[src/rtl/div_unit_pkg.sv]
// Shared definitions for the multi-cycle DIV/DIVU unit: bus widths, FSM state
// encodings, handshake constants and small arithmetic helpers.
package div_unit_pkg;

    localparam int RegBusWidth       = 32;
    localparam int DoubleRegBusWidth = 64;

    typedef logic [RegBusWidth-1:0]       reg_bus_t;
    typedef logic [DoubleRegBusWidth-1:0] double_reg_bus_t;

    // Divider FSM state encodings
    typedef enum logic [1:0] {
        DivFree   = 2'b00,
        DivByZero = 2'b01,
        DivOn     = 2'b10,
        DivEnd    = 2'b11
    } div_state_e;

    // Start request levels driven by EX
    localparam logic DivStart = 1'b1;
    localparam logic DivStop  = 1'b0;

    // Result-valid levels returned to EX
    localparam logic DivResultReady    = 1'b1;
    localparam logic DivResultNotReady = 1'b0;

    // One quotient bit per iteration
    localparam logic [5:0] DivIterations = 6'd32;

    // Operand attributes captured when a divide is accepted
    typedef struct packed {
        logic signed_mode;
        logic dividend_neg;
        logic divisor_neg;
    } div_sign_t;

    // Two's-complement negation at register width
    function automatic reg_bus_t negate(input reg_bus_t x);
        return ~x + 32'd1;
    endfunction

    // Magnitude of an operand; 0x80000000 maps onto itself and is then
    // treated as an unsigned value by the datapath
    function automatic reg_bus_t magnitude(input reg_bus_t x, input logic signed_mode);
        return (signed_mode && x[RegBusWidth-1]) ? negate(x) : x;
    endfunction

endpackage

[src/rtl/div_unit_if.sv]
// EX <-> divider handshake bundle. EX owns the request side (master), the
// divider owns the result side (slave).
interface div_if;
    import div_unit_pkg::*;

    logic            signed_div_i;
    reg_bus_t        opdata1_i;
    reg_bus_t        opdata2_i;
    logic            start_i;
    logic            annul_i;
    double_reg_bus_t result_o;
    logic            ready_o;

    // Execute stage: issues operands and the start/annul controls
    modport master (
        output signed_div_i,
        output opdata1_i,
        output opdata2_i,
        output start_i,
        output annul_i,
        input  result_o,
        input  ready_o
    );

    // Divider: consumes the request, returns {remainder, quotient}
    modport slave (
        input  signed_div_i,
        input  opdata1_i,
        input  opdata2_i,
        input  start_i,
        input  annul_i,
        output result_o,
        output ready_o
    );

endinterface

[src/rtl/div_unit.sv]
// Radix-2 restoring divider for DIV/DIVU. Produces one quotient bit per cycle
// on operand magnitudes, then applies sign correction for signed mode so the
// quotient truncates toward zero and the remainder follows the dividend sign.
// Result layout is {remainder, quotient}; all outputs are registered.
module div_unit
    import div_unit_pkg::*;
(
    input  logic clk,
    input  logic rst,
    div_if.slave bus
);

    div_state_e      state_q,   state_d;
    logic [5:0]      cnt_q,     cnt_d;
    logic [64:0]     work_q,    work_d;
    reg_bus_t        divisor_q, divisor_d;
    div_sign_t       sign_q,    sign_d;
    double_reg_bus_t result_q,  result_d;
    logic            ready_q,   ready_d;

    logic [32:0]     trial;
    reg_bus_t        quotient_mag;
    reg_bus_t        remainder_mag;
    reg_bus_t        quotient_fix;
    reg_bus_t        remainder_fix;
    logic            accept;

    // Trial subtraction at 33 bits so bit 32 is the borrow (negative result)
    assign trial = {1'b0, work_q[63:32]} - {1'b0, divisor_q};

    // Raw results after the last iteration, then signed-mode correction
    assign quotient_mag  = work_q[31:0];
    assign remainder_mag = work_q[64:33];
    assign quotient_fix  = (sign_q.signed_mode && (sign_q.dividend_neg ^ sign_q.divisor_neg))
                           ? negate(quotient_mag) : quotient_mag;
    assign remainder_fix = (sign_q.signed_mode && sign_q.dividend_neg)
                           ? negate(remainder_mag) : remainder_mag;

    // A request is taken only when not being flushed in the same cycle
    assign accept = (bus.start_i == DivStart) && !bus.annul_i;

    // Next-state and next-output logic
    always_comb begin
        // NOTE: every signal assigned here gets a default first; any path
        // that left one unassigned would infer a latch.
        state_d   = state_q;
        cnt_d     = cnt_q;
        work_d    = work_q;
        divisor_d = divisor_q;
        sign_d    = sign_q;
        result_d  = result_q;
        ready_d   = ready_q;

        case (state_q)
            DivFree: begin
                if (accept) begin
                    if (bus.opdata2_i == '0) begin
                        state_d = DivByZero;
                    end else begin
                        state_d             = DivOn;
                        sign_d.signed_mode  = bus.signed_div_i;
                        sign_d.dividend_neg = bus.opdata1_i[31];
                        sign_d.divisor_neg  = bus.opdata2_i[31];
                        divisor_d           = magnitude(bus.opdata2_i, bus.signed_div_i);
                        work_d              = {32'b0, magnitude(bus.opdata1_i, bus.signed_div_i), 1'b0};
                        cnt_d               = '0;
                    end
                end
            end

            DivByZero: begin
                state_d  = DivEnd;
                result_d = '0;
                ready_d  = DivResultReady;
            end

            DivOn: begin
                if (bus.annul_i) begin
                    // Flushed instruction: drop the partial result silently
                    state_d  = DivFree;
                    result_d = '0;
                    ready_d  = DivResultNotReady;
                end else if (cnt_q < DivIterations) begin
                    if (trial[32]) begin
                        work_d = {work_q[63:0], 1'b0};
                    end else begin
                        work_d = {trial[31:0], work_q[31:0], 1'b1};
                    end
                    cnt_d = cnt_q + 6'd1;
                end else begin
                    state_d  = DivEnd;
                    result_d = {remainder_fix, quotient_fix};
                    ready_d  = DivResultReady;
                end
            end

            DivEnd: begin
                // Hold the result until EX lowers its request; annul is ignored
                if (bus.start_i == DivStop) begin
                    state_d  = DivFree;
                    result_d = '0;
                    ready_d  = DivResultNotReady;
                end
            end

            default: begin
                state_d  = DivFree;
                result_d = '0;
                ready_d  = DivResultNotReady;
            end
        endcase
    end

    // Control and output registers with synchronous reset
    always_ff @(posedge clk) begin
        // NOTE: non-blocking assignments keep every register sampling the
        // pre-edge values, so update order inside the block is irrelevant.
        if (rst) begin
            state_q  <= DivFree;
            cnt_q    <= '0;
            result_q <= '0;
            ready_q  <= DivResultNotReady;
        end else begin
            state_q  <= state_d;
            cnt_q    <= cnt_d;
            result_q <= result_d;
            ready_q  <= ready_d;
        end
    end

    // Datapath registers
    always_ff @(posedge clk) begin
        // NOTE: these carry no reset; they are fully loaded on every accepted
        // divide and are never observed outside the ON state.
        work_q    <= work_d;
        divisor_q <= divisor_d;
        sign_q    <= sign_d;
    end

    assign bus.result_o = result_q;
    assign bus.ready_o  = ready_q;

endmodule

[src/flat_wrapper.sv]
// flat-port wrapper written by rule: the top's interface ports become plain ports
module div_unit_flat import div_unit_pkg::*;
  (clk, rst, bus_signed_div_i, bus_opdata1_i, bus_opdata2_i, bus_start_i, bus_annul_i, bus_result_o, bus_ready_o);
  div_if bus_i ();
  input  logic clk;
  input  logic rst;
  input wire logic [$bits(bus_i.signed_div_i)-1:0] bus_signed_div_i;
  input wire logic [$bits(bus_i.opdata1_i)-1:0] bus_opdata1_i;
  input wire logic [$bits(bus_i.opdata2_i)-1:0] bus_opdata2_i;
  input wire logic [$bits(bus_i.start_i)-1:0] bus_start_i;
  input wire logic [$bits(bus_i.annul_i)-1:0] bus_annul_i;
  output wire logic [$bits(bus_i.result_o)-1:0] bus_result_o;
  output wire logic [$bits(bus_i.ready_o)-1:0] bus_ready_o;
  assign bus_i.signed_div_i = bus_signed_div_i;
  assign bus_i.opdata1_i = bus_opdata1_i;
  assign bus_i.opdata2_i = bus_opdata2_i;
  assign bus_i.start_i = bus_start_i;
  assign bus_i.annul_i = bus_annul_i;
  assign bus_result_o = bus_i.result_o;
  assign bus_ready_o = bus_i.ready_o;
  div_unit u_core (.clk(clk), .rst(rst), .bus(bus_i));
endmodule
[config.mk]
export PLATFORM = sky130hd
export DESIGN_NAME = div_unit_flat
export DESIGN_NICKNAME = d
export VERILOG_FILES = /design/src/rtl/div_unit_pkg.sv /design/src/rtl/div_unit_if.sv /design/src/rtl/div_unit.sv /design/src/flat_wrapper.sv
export SDC_FILE = /design/constraint.sdc
export NUM_CORES = 1
export LEC_CHECK = 0
export CORE_MARGIN = 4
export CORE_UTILIZATION = 52
export CTS_BUF_LIST = sky130_fd_sc_hd__clkbuf_8
export CTS_CLUSTER_DIAMETER = 80
export CTS_CLUSTER_SIZE = 8
export DETAILED_ROUTE_END_ITERATION = 10
export GPL_ROUTABILITY_DRIVEN = 0
export MAX_ROUTING_LAYER = met4
export PLACE_DENSITY = 0.82
export SLEW_MARGIN = 20
export SYNTH_ARGS = -nofsm -noshare
export SYNTH_HDL_FRONTEND = slang
export SYNTH_SLANG_ARGS = --single-unit
[constraint.sdc]
create_clock -name clk -period 7.6 [get_ports clk]
set_input_delay 0.76 -clock clk [delete_from_list [all_inputs] [get_ports clk]]
set_output_delay 0.76 -clock clk [all_outputs]
set_load 0.01 [all_outputs]
==> results of run 1 <==
==> per-layer routing <==
layer | GRT usage (%) | part of all wire [%]
met5 | - | 0
met3 | 4.399 | 7.5
met4 | 9.610 | 2.9
met2 | 40.52 | 47
met1 | 33.33 | 43
==> how the worst max path moves through the flow <==
stage                             end  slack, ns  depth (start not counted)
finish              u_core.work_q[53]       3.30                         12
global route        u_core.work_q[53]       3.02                         13
CTS                 u_core.work_q[53]       3.34                         13
detailed placement    u_core.cnt_q[1]       3.15                         12
global placement      u_core.cnt_q[1]       3.30                         12
floorplan            u_core.work_q[0]       0.03                         10
==> registers in the layout, indices dropped and copies added (netlist names) <==
| register | cells |
|---|---|
| u_core.state_q | 2 |
| u_core.cnt_q | 6 |
| u_core.sign_q | 3 |
| u_core.work_q | 65 |
| u_core.bus.result_o | 64 |
| u_core.bus.ready_o | 1 |
| u_core.divisor_q | 32 |
==> metrics by stage <==
| step | utilization, % | total power (W) |
|---|---|---|
| 6_report | 62.35 | 0.002113 |
| 5_1_grt | 62.35 | 0.002204 |
| 4_1_cts | 62.31 | 0.002110 |
| 3_5_place_dp | 60.53 | 0.001517 |
| 3_3_place_gp | 60.53 | 0.001506 |
| 2_1_floorplan | - | 0.001377 |
==> area by class of cell <==
| class | instances | area, sq um |
|---|---|---|
| clock buffers | 18 | 247.7 |
| clock inverters | 14 | 111.4 |
| fillers | 1686 | 7594 |
| inverters | 58 | 217.7 |
| multi-input cells | 901 | 5801 |
| flip-flops and latches | 173 | 4464 |
| well taps | 270 | 337.8 |
| repair buffers | 142 | 1396 |
==> cell families (layout without fill, tap and decap cells) <==
| group | after synthesis | in the layout |
|---|---|---|
| AND/OR/NAND/NOR | 379 | 379 |
| AO/OA/AOI/OAI | 318 | 318 |
| flip-flops | 173 | 173 |
| XOR/XNOR | 141 | 141 |
| buffers and inverters | 108 | 232 |
| adder cells (fa/ha/maj) | 38 | 38 |
| multiplexers | 25 | 25 |
==> critical path, delay by kind of cell, from the launching register on <==
family	cells	cell delay (ns)
AOI/OAI and AO/OA	7	2.22
buffers and inverters	2	0.52
DFF	1	0.49
and+or+nand+nor	2	0.44
adders and majority gates	1	0.38
==> power by group through the flow <==
stage               Combinational [W]  Sequential, W  Clock [W]
detailed placement           0.000418        0.00110          0
global placement             0.000409        0.00110          0
finish                       0.000427        0.00108   0.000606
global route                 0.000468        0.00108   0.000652
floorplan                    0.000290        0.00109          0
CTS                          0.000421        0.00108   0.000612
==> synth_stat cells (10+ instances only) <==
master                     instances
sky130_fd_sc_hd__clkbuf_1         44
sky130_fd_sc_hd__ha_1             37
sky130_fd_sc_hd__a22oi_1          43
sky130_fd_sc_hd__nand2_1          86
sky130_fd_sc_hd__a22o_1           17
sky130_fd_sc_hd__nor4_1           15
sky130_fd_sc_hd__a21oi_1          84
sky130_fd_sc_hd__dfxtp_1          73
sky130_fd_sc_hd__and2_1           10
sky130_fd_sc_hd__o21ai_0          77
sky130_fd_sc_hd__a21o_1           18
sky130_fd_sc_hd__o31ai_1          15
sky130_fd_sc_hd__inv_1            58
sky130_fd_sc_hd__mux2i_1          25
sky130_fd_sc_hd__xor2_1           67
sky130_fd_sc_hd__xnor2_1          74
sky130_fd_sc_hd__nor2_1          162
sky130_fd_sc_hd__nand3_1          18
sky130_fd_sc_hd__a31oi_1          12
sky130_fd_sc_hd__nor3_1           28
sky130_fd_sc_hd__edfxtp_1        100
sky130_fd_sc_hd__or3_1            14
==> impl_summary.md, run 1 <==
Floorplanning
From left edge to right edge, the die measures 151.0 um. For this design the top-level I/O count stands at 134. The initial cell density of the core is 52.74%.

The chip height is 151.0 um. The total die area is 0.02281 sq mm. In this run the standard cell core region covers 0.02017 sq mm.

The number of rows created at floorplan is 52.

Min path
The worst hold path terminates at u_core.bus.result_o[59]. The origin of the worst min-delay path is u_core.bus.result_o[59]. Along the worst hold path, the cell count comes to 1. The tightest min-delay check is of the reg -> reg type.

Detailed routing
The residual DRC count is 0. After the first detailed-routing iteration, the DRC count stood at ~900. The first-pass detailed-route iteration total is 5.

The number of routed nets with antenna violations is 0. For this block, the via count after detailed routing is 9,365. The total wirelength of the detailed-routed design is 28.30 mm.

After detailed routing, the average wire length per cell comes to approximately 18 um. The post-detailed-route via-to-cell ratio is around 5.9.

Synthesis
In the synthesized netlist the dominant register cell turns out to be sky130_fd_sc_hd__edfxtp_1. Summing the sequential cell areas from Yosys gives 41.97% of the chip area. Summing the areas of all and, or, nand and nor instances in the mapped netlist gives roughly 17% of the synthesized area. After Yosys synthesis, XOR and XNOR cells account for 11.61% of the synthesized area. During synthesis, Yosys emitted a total of 0 warnings.

After synthesis, the largest area contributor takes up between 20% and 30% of total cell area. The post-synthesis compound-gate area fraction is 19.12%. Yosys attributes the largest share of cell area to sky130_fd_sc_hd__edfxtp_1 (28%), sky130_fd_sc_hd__dfxtp_1 (14%), sky130_fd_sc_hd__xnor2_1 (6.1%). The share of flip-flops with an asynchronous set or reset is 0%. The mapped netlist covers 0.01064 sq mm. Dividing the synthesized area by the synthesized cell count gives 8.999 sq um. The combinational family with the most area after synthesis is compound AO/OA/AOI/OAI gates. After synthesis, the share of cell area in mux cells is 2.353%. The number of flops mapped to enable cells by yosys is 100. After Yosys synthesis, full adders, half adders and majority gates account for ~4.5% of the synthesized area.

Counting distinct cell types in the post-synthesis netlist gives 58. The synthesized design spends more area on one cell type than any other, namely sky130_fd_sc_hd__edfxtp_1. Synthesis handed over a netlist of roughly 1,200 instances. In this run, synthesis produced a sequential element count of around 170. The synthesized netlist net count is 1,289.

Global route
The global-route usage over all layers is between 20% and 30%. The total grt overflow is 0. The via count of the first global-routing pass was 9,031. The number of antenna violations at the first check in global routing is 0. The pin count of the biggest net entering global routing is 61. The wire length of the first global-routing pass is between 40 and 50 mm.

Clock network
The number of setup buffers added after CTS is 0. The number of buffers inserted during clock tree synthesis is 17. The TritonCTS sink count is 173. Buffers inserted to repair hold after CTS numbered 0. Clock-pin slew was measured on the worst setup and hold paths at approximately 0.10 ns. TritonCTS built the clock tree. The largest buffer count on any clock path is 2. The maximum level of the CTS H-tree is 4.

The number of cells upsized or downsized after cts is 0. The clock latency on the worst-skew pair is 0.49 ns. The cell chosen for the clock root is sky130_fd_sc_hd__clkbuf_8.

Final layout
The commonest non-fill, non-tap cell in the layout is sky130_fd_sc_hd__nor2_1. The signed area change from the synthesized netlist to the final layout is 18.23%. The number of inserted diodes is 0. After routing the design area is 0.01258 sq mm.

In the layout the commonest cells are sky130_fd_sc_hd__nor2_1 (161), sky130_fd_sc_hd__clkdlybuf4s50_1 (132), sky130_fd_sc_hd__edfxtp_1 (100). The number of cells in the finished layout apart from fillers is 1,576. The share of post-route cells with drive strength above 1 is 4.594%.

The count of nets after finishing is roughly 1,400.

Worst setup path
The required arrival time at the worst endpoint is about 8 ns. For the worst setup path, the data arrival time is around 4.6 ns. Walking the worst path, the cells encountered are ha_1, nor2b_1, o31a_1, o21ai_1, a21boi_0, a21oi_1, o21ai_1, a211oi_4, buf_4, nand2b_1, inv_1, a21o_1.

The largest individual stage delay along the critical path comes from the cell sky130_fd_sc_hd__a211oi_4. The critical path starts at u_core.work_q[34]. The startpoint identified for the worst register-to-register timing path is u_core.work_q[34]. The critical path is of the reg -> reg type. In this design, the stage delay of the slowest critical-path cell is 0.82 ns. The slack of the worst reg-to-reg path is 3.30 ns. STA classifies the critical path endpoint as a flip-flop.

The kind of launch point of the worst setup path is a flip-flop. The worst reg-to-reg path cell count is 12. Of all nets on the critical path, the largest fanout is 23. The capturing point of the worst reg2reg path is u_core.work_q[53]. In this design, the critical path's most frequently occurring cell is sky130_fd_sc_hd__o21ai_1.

Timing
At the pin with the least slew margin, the transition time is 0.8956 ns. After routing, the total negative slack on setup checks comes to 0 ns. Clock skew on the completed layout was measured at ~0.016 ns. Setup repair after global routing left no endpoint under its margin. The hold violation total from the final report is 0. The maximum clock rate is about 230 MHz.

The worst setup margin is 3.299 ns. Setup violations remaining at the end of the flow were counted as 0. The final period utilization is 56.60%. The minimum clock period is 4.301 ns. Hold is met by 0.4851 ns.

The count of final max-slew check failures was 0. Headroom to the max-slew limit came out at roughly 40%.

Run status
The flow ran to the end, and the final reports show no timing, DRC or antenna violations.

Power and ir drop
Internal power comes to 0.001460 W. Dividing total power by cell area gives a power density of 168.0 mW/mm^2. The analysis attributes to net switching a power of around 0.00065 W.

The register share of total power is roughly half. The part of the power in combinational logic is 20.2%. The portion of total power attributed to the clock network is between 20% and 30%. Across the VDD grid, the largest voltage drop is 0.1262 mV. The total leakage power is 4.779 nW. The fraction of power spent switching nets is 30.89%.

Placement
The cell area reported after detailed placement is between 0.01 and 0.015 sq mm. The placed wire-length estimate after detailed placement is 21.09 mm. In this run the tool buffered the top-level ports with 133 buffer cells. Including well taps, the total number of placed cells is 1,544. The setup slack after placement is between 3 and 4 ns.

Job
Max-cap violations in this run came to 0.
Note: power is estimated with default switching activity, not from simulation.
==> run 2: changes to the inputs <==
Settings changed: CORE_UTILIZATION 52 to 58, PLACE_DENSITY 0.82 to 0.86.
Clock period 7.6 ns to 4.4 ns, I/O delays scaled along.
==> impl_summary.md, run 2 (synthesis results as in run 1) <==
Timing
The count of final max-slew check failures was 0. The minimum clock period is 3.776 ns. Across the routed clock network, the largest skew measured is ~0.019 ns.

Setup repair after global routing left no endpoint under its margin. The final period utilization is 85.82%. The setup TNS after final layout is 0 ns. The transition time at the pin with the least slew margin is just under 1 ns. Setup violations remaining at the end of the flow were counted as 0. The hold violation total from the final report was 0.

The worst slew margin relative to its limit is 35.32%. Timing would allow up to around 260 MHz.

Power and ir drop
The total power divided by cell area is approximately 290 mW/mm^2. The total internal power is 0.002535 W. The analysis attributes to net switching a power of 0.001133 W. The register share of total power is 50.8%. The part of the power in combinational logic is 20.1%. The clock network is responsible for 29.0% of the overall power. The total power consumption of the routed design is 0.003669 W.

For this design the static power due to leakage is 4.800 nW. Of the total power, the share spent switching nets is 30.89%. IR analysis of the VDD net gives a maximum drop of 0.2034 mV.

Clock network
The TritonCTS sink count is 173. The clock tree from TritonCTS is yes. After clock tree synthesis, the repair step resized 0 gates. The count of hold buffers inserted by post-cts repair is 0. Buffers added to address setup during post-CTS repair amount to 0.

The clock latency on the worst-skew pair is 0.48 ns. Clock tree synthesis selected as its root buffer the cell sky130_fd_sc_hd__clkbuf_8. The clock slew at the register clock pins of the worst setup and hold paths is 0.10 ns. The largest buffer count on any clock path is 2. The maximum level of the CTS H-tree is 4. Counting the buffers created by CTS gives 17.

Global route
The pin count of the biggest net entering global routing is 58. The via count of the first global-routing pass is 8,818. The total grt overflow is 0. The first global-routing pass estimated around 44 mm of wire. Global routing used approximately 28% of the available tracks.

The number of antenna violations at the first check in global routing came to 0.

Detailed routing
The residual DRC count is 0. The total wirelength of the detailed-routed design is about 28 mm. The detail route stage leaves a number of antenna-violating nets equal to 0. In the routed layout, each cell is associated on average with a via count of 6.087.

The first TritonRoute pass finished after 6 iterations. Dividing the detail-routed wire length by the instance count gives 17.97 um. The via count of the routed design is roughly 9,400. The first routing iteration left 1,001 violations.

Floorplanning
The initial cell density of the core is 59.01%. The floorplan step defined a die boundary enclosing 0.02057 sq mm. The number of rows created at floorplan is 49.

The total area inside the core boundary comes to 0.01802 sq mm. The number of placed I/O pins is 134. Measured along the x axis, the die boundary spans 143.4 um.

The floorplan step set the die height to 143.4 um.

Final layout
The share of post-route cells with drive strength above 1 is 5.034%. The number of inserted diodes is 0. The top register by number of flip-flops is u_core.work_q. Leaving out fill and tap cells, the most frequent cells in the layout are sky130_fd_sc_hd__nor2_1 (161), sky130_fd_sc_hd__clkdlybuf4s50_1 (132), sky130_fd_sc_hd__edfxtp_1 (100). The flip-flop count of the largest register after layout is 65.

The signed area change from the synthesized netlist to the final layout is 18.55%. At the end of the flow, the number of nets in the layout was ~1,400. The number of cells in the finished layout apart from fillers is about 1,500.

The library cell used most frequently in the layout, excluding fill and tap cells, is sky130_fd_sc_hd__nor2_1.

Placement
The number of buffer cells added on primary ports is 133. The placed wire-length estimate after detailed placement is 20.56 mm. In this run, placement finished with an instance count of 1,508.

Worst setup path
The arrival time of data at the critical path endpoint is just over 4 ns. For the worst setup path, the data required time is 4.65 ns. The category of the worst setup path capture point is a flip-flop. The highest net fanout along the worst path is 12. The kind of launch point of the worst setup path is a flip-flop. The startpoint-to-endpoint class of the critical path is reg -> reg.

Job
The max-cap check violation count is 0.

Min path
The min-delay analysis places its worst path in the category in -> reg.

Run status
The run finished with clean final reports.
run 2: cell types whose count changed in the layout (fill, tap and decap cells not counted), sizes merged:
cell	before	now
clkinvlp	0	3
inv	68	63
clkinv	4	6
buf	10	15
run 2: through the flow:
step           setup WS [ns]  util (%)  cell area, sq um  hold slack (ns)
3_3_place_gp          0.3664     67.80             12220           0.4611
4_1_cts               0.6940     69.92             12600           0.4808
5_1_grt               0.3731     69.96             12610           0.4698
6_report              0.6241     69.96             12610           0.4709
2_1_floorplan         0.2777         -             10660           0.4443
3_5_place_dp          0.1681     67.80             12220           0.4590
run 2: power by group through the flow:
stage | sequential [W] | combinational, W | clock (W)
floorplan | 0.00188 | 0.000502 | 0
global placement | 0.00190 | 0.000702 | 0
detailed placement | 0.00190 | 0.000720 | 0
CTS | 0.00186 | 0.000728 | 0.00107
global route | 0.00187 | 0.000807 | 0.00114
finish | 0.00186 | 0.000739 | 0.00107
run 2: worst paths after layout:
check,from,end,slack [ns],depth (start not counted)
max,u_core.work_q[34],u_core.work_q[53],0.62,12
min,rst,u_core.bus.result_o[2],0.47,2
max reg2reg,u_core.work_q[34],u_core.work_q[53],0.62,12
min reg2reg,u_core.bus.result_o[62],u_core.bus.result_o[62],0.48,1
run 2: layout make-up:
cell class,count,area [sq um]
Tap cell,229,286.5
Clock buffer,18,247.7
Timing Repair Buffer,147,1446
Multi-Input combinational cell,901,5809
Inverter,58,221.5
Sequential cell,173,4464
Fill cell,1361,5415
Clock inverter,14,133.9
run 2: routing by layer:
metal  track usage (%)  share of wire (%)
met1             36.79                 42
met2             43.02                 47
met3             4.859                8.3
met4             9.713                2.8
met5                 -                  0
run 2: worst max-delay path: stages, from the launching register on:
cell and delay, ns:
sky130_fd_sc_hd__edfxtp_1 0.50, sky130_fd_sc_hd__ha_1 0.38, sky130_fd_sc_hd__nor2b_1 0.16, sky130_fd_sc_hd__o31a_1 0.25
sky130_fd_sc_hd__o21ai_1 0.21, sky130_fd_sc_hd__a21boi_0 0.19, sky130_fd_sc_hd__a21oi_1 0.41, sky130_fd_sc_hd__o21ai_1 0.25
sky130_fd_sc_hd__a211oi_4 0.37, sky130_fd_sc_hd__buf_4 0.27, sky130_fd_sc_hd__nand2b_1 0.29, sky130_fd_sc_hd__inv_1 0.10
sky130_fd_sc_hd__a21o_1 0.16
==> run 3: changes to the inputs <==
Settings changed: SETUP_SLACK_MARGIN set to 0.02.
==> results of run 3 <==
The final DEF is identical to that of run 2; final timing and power are the same.
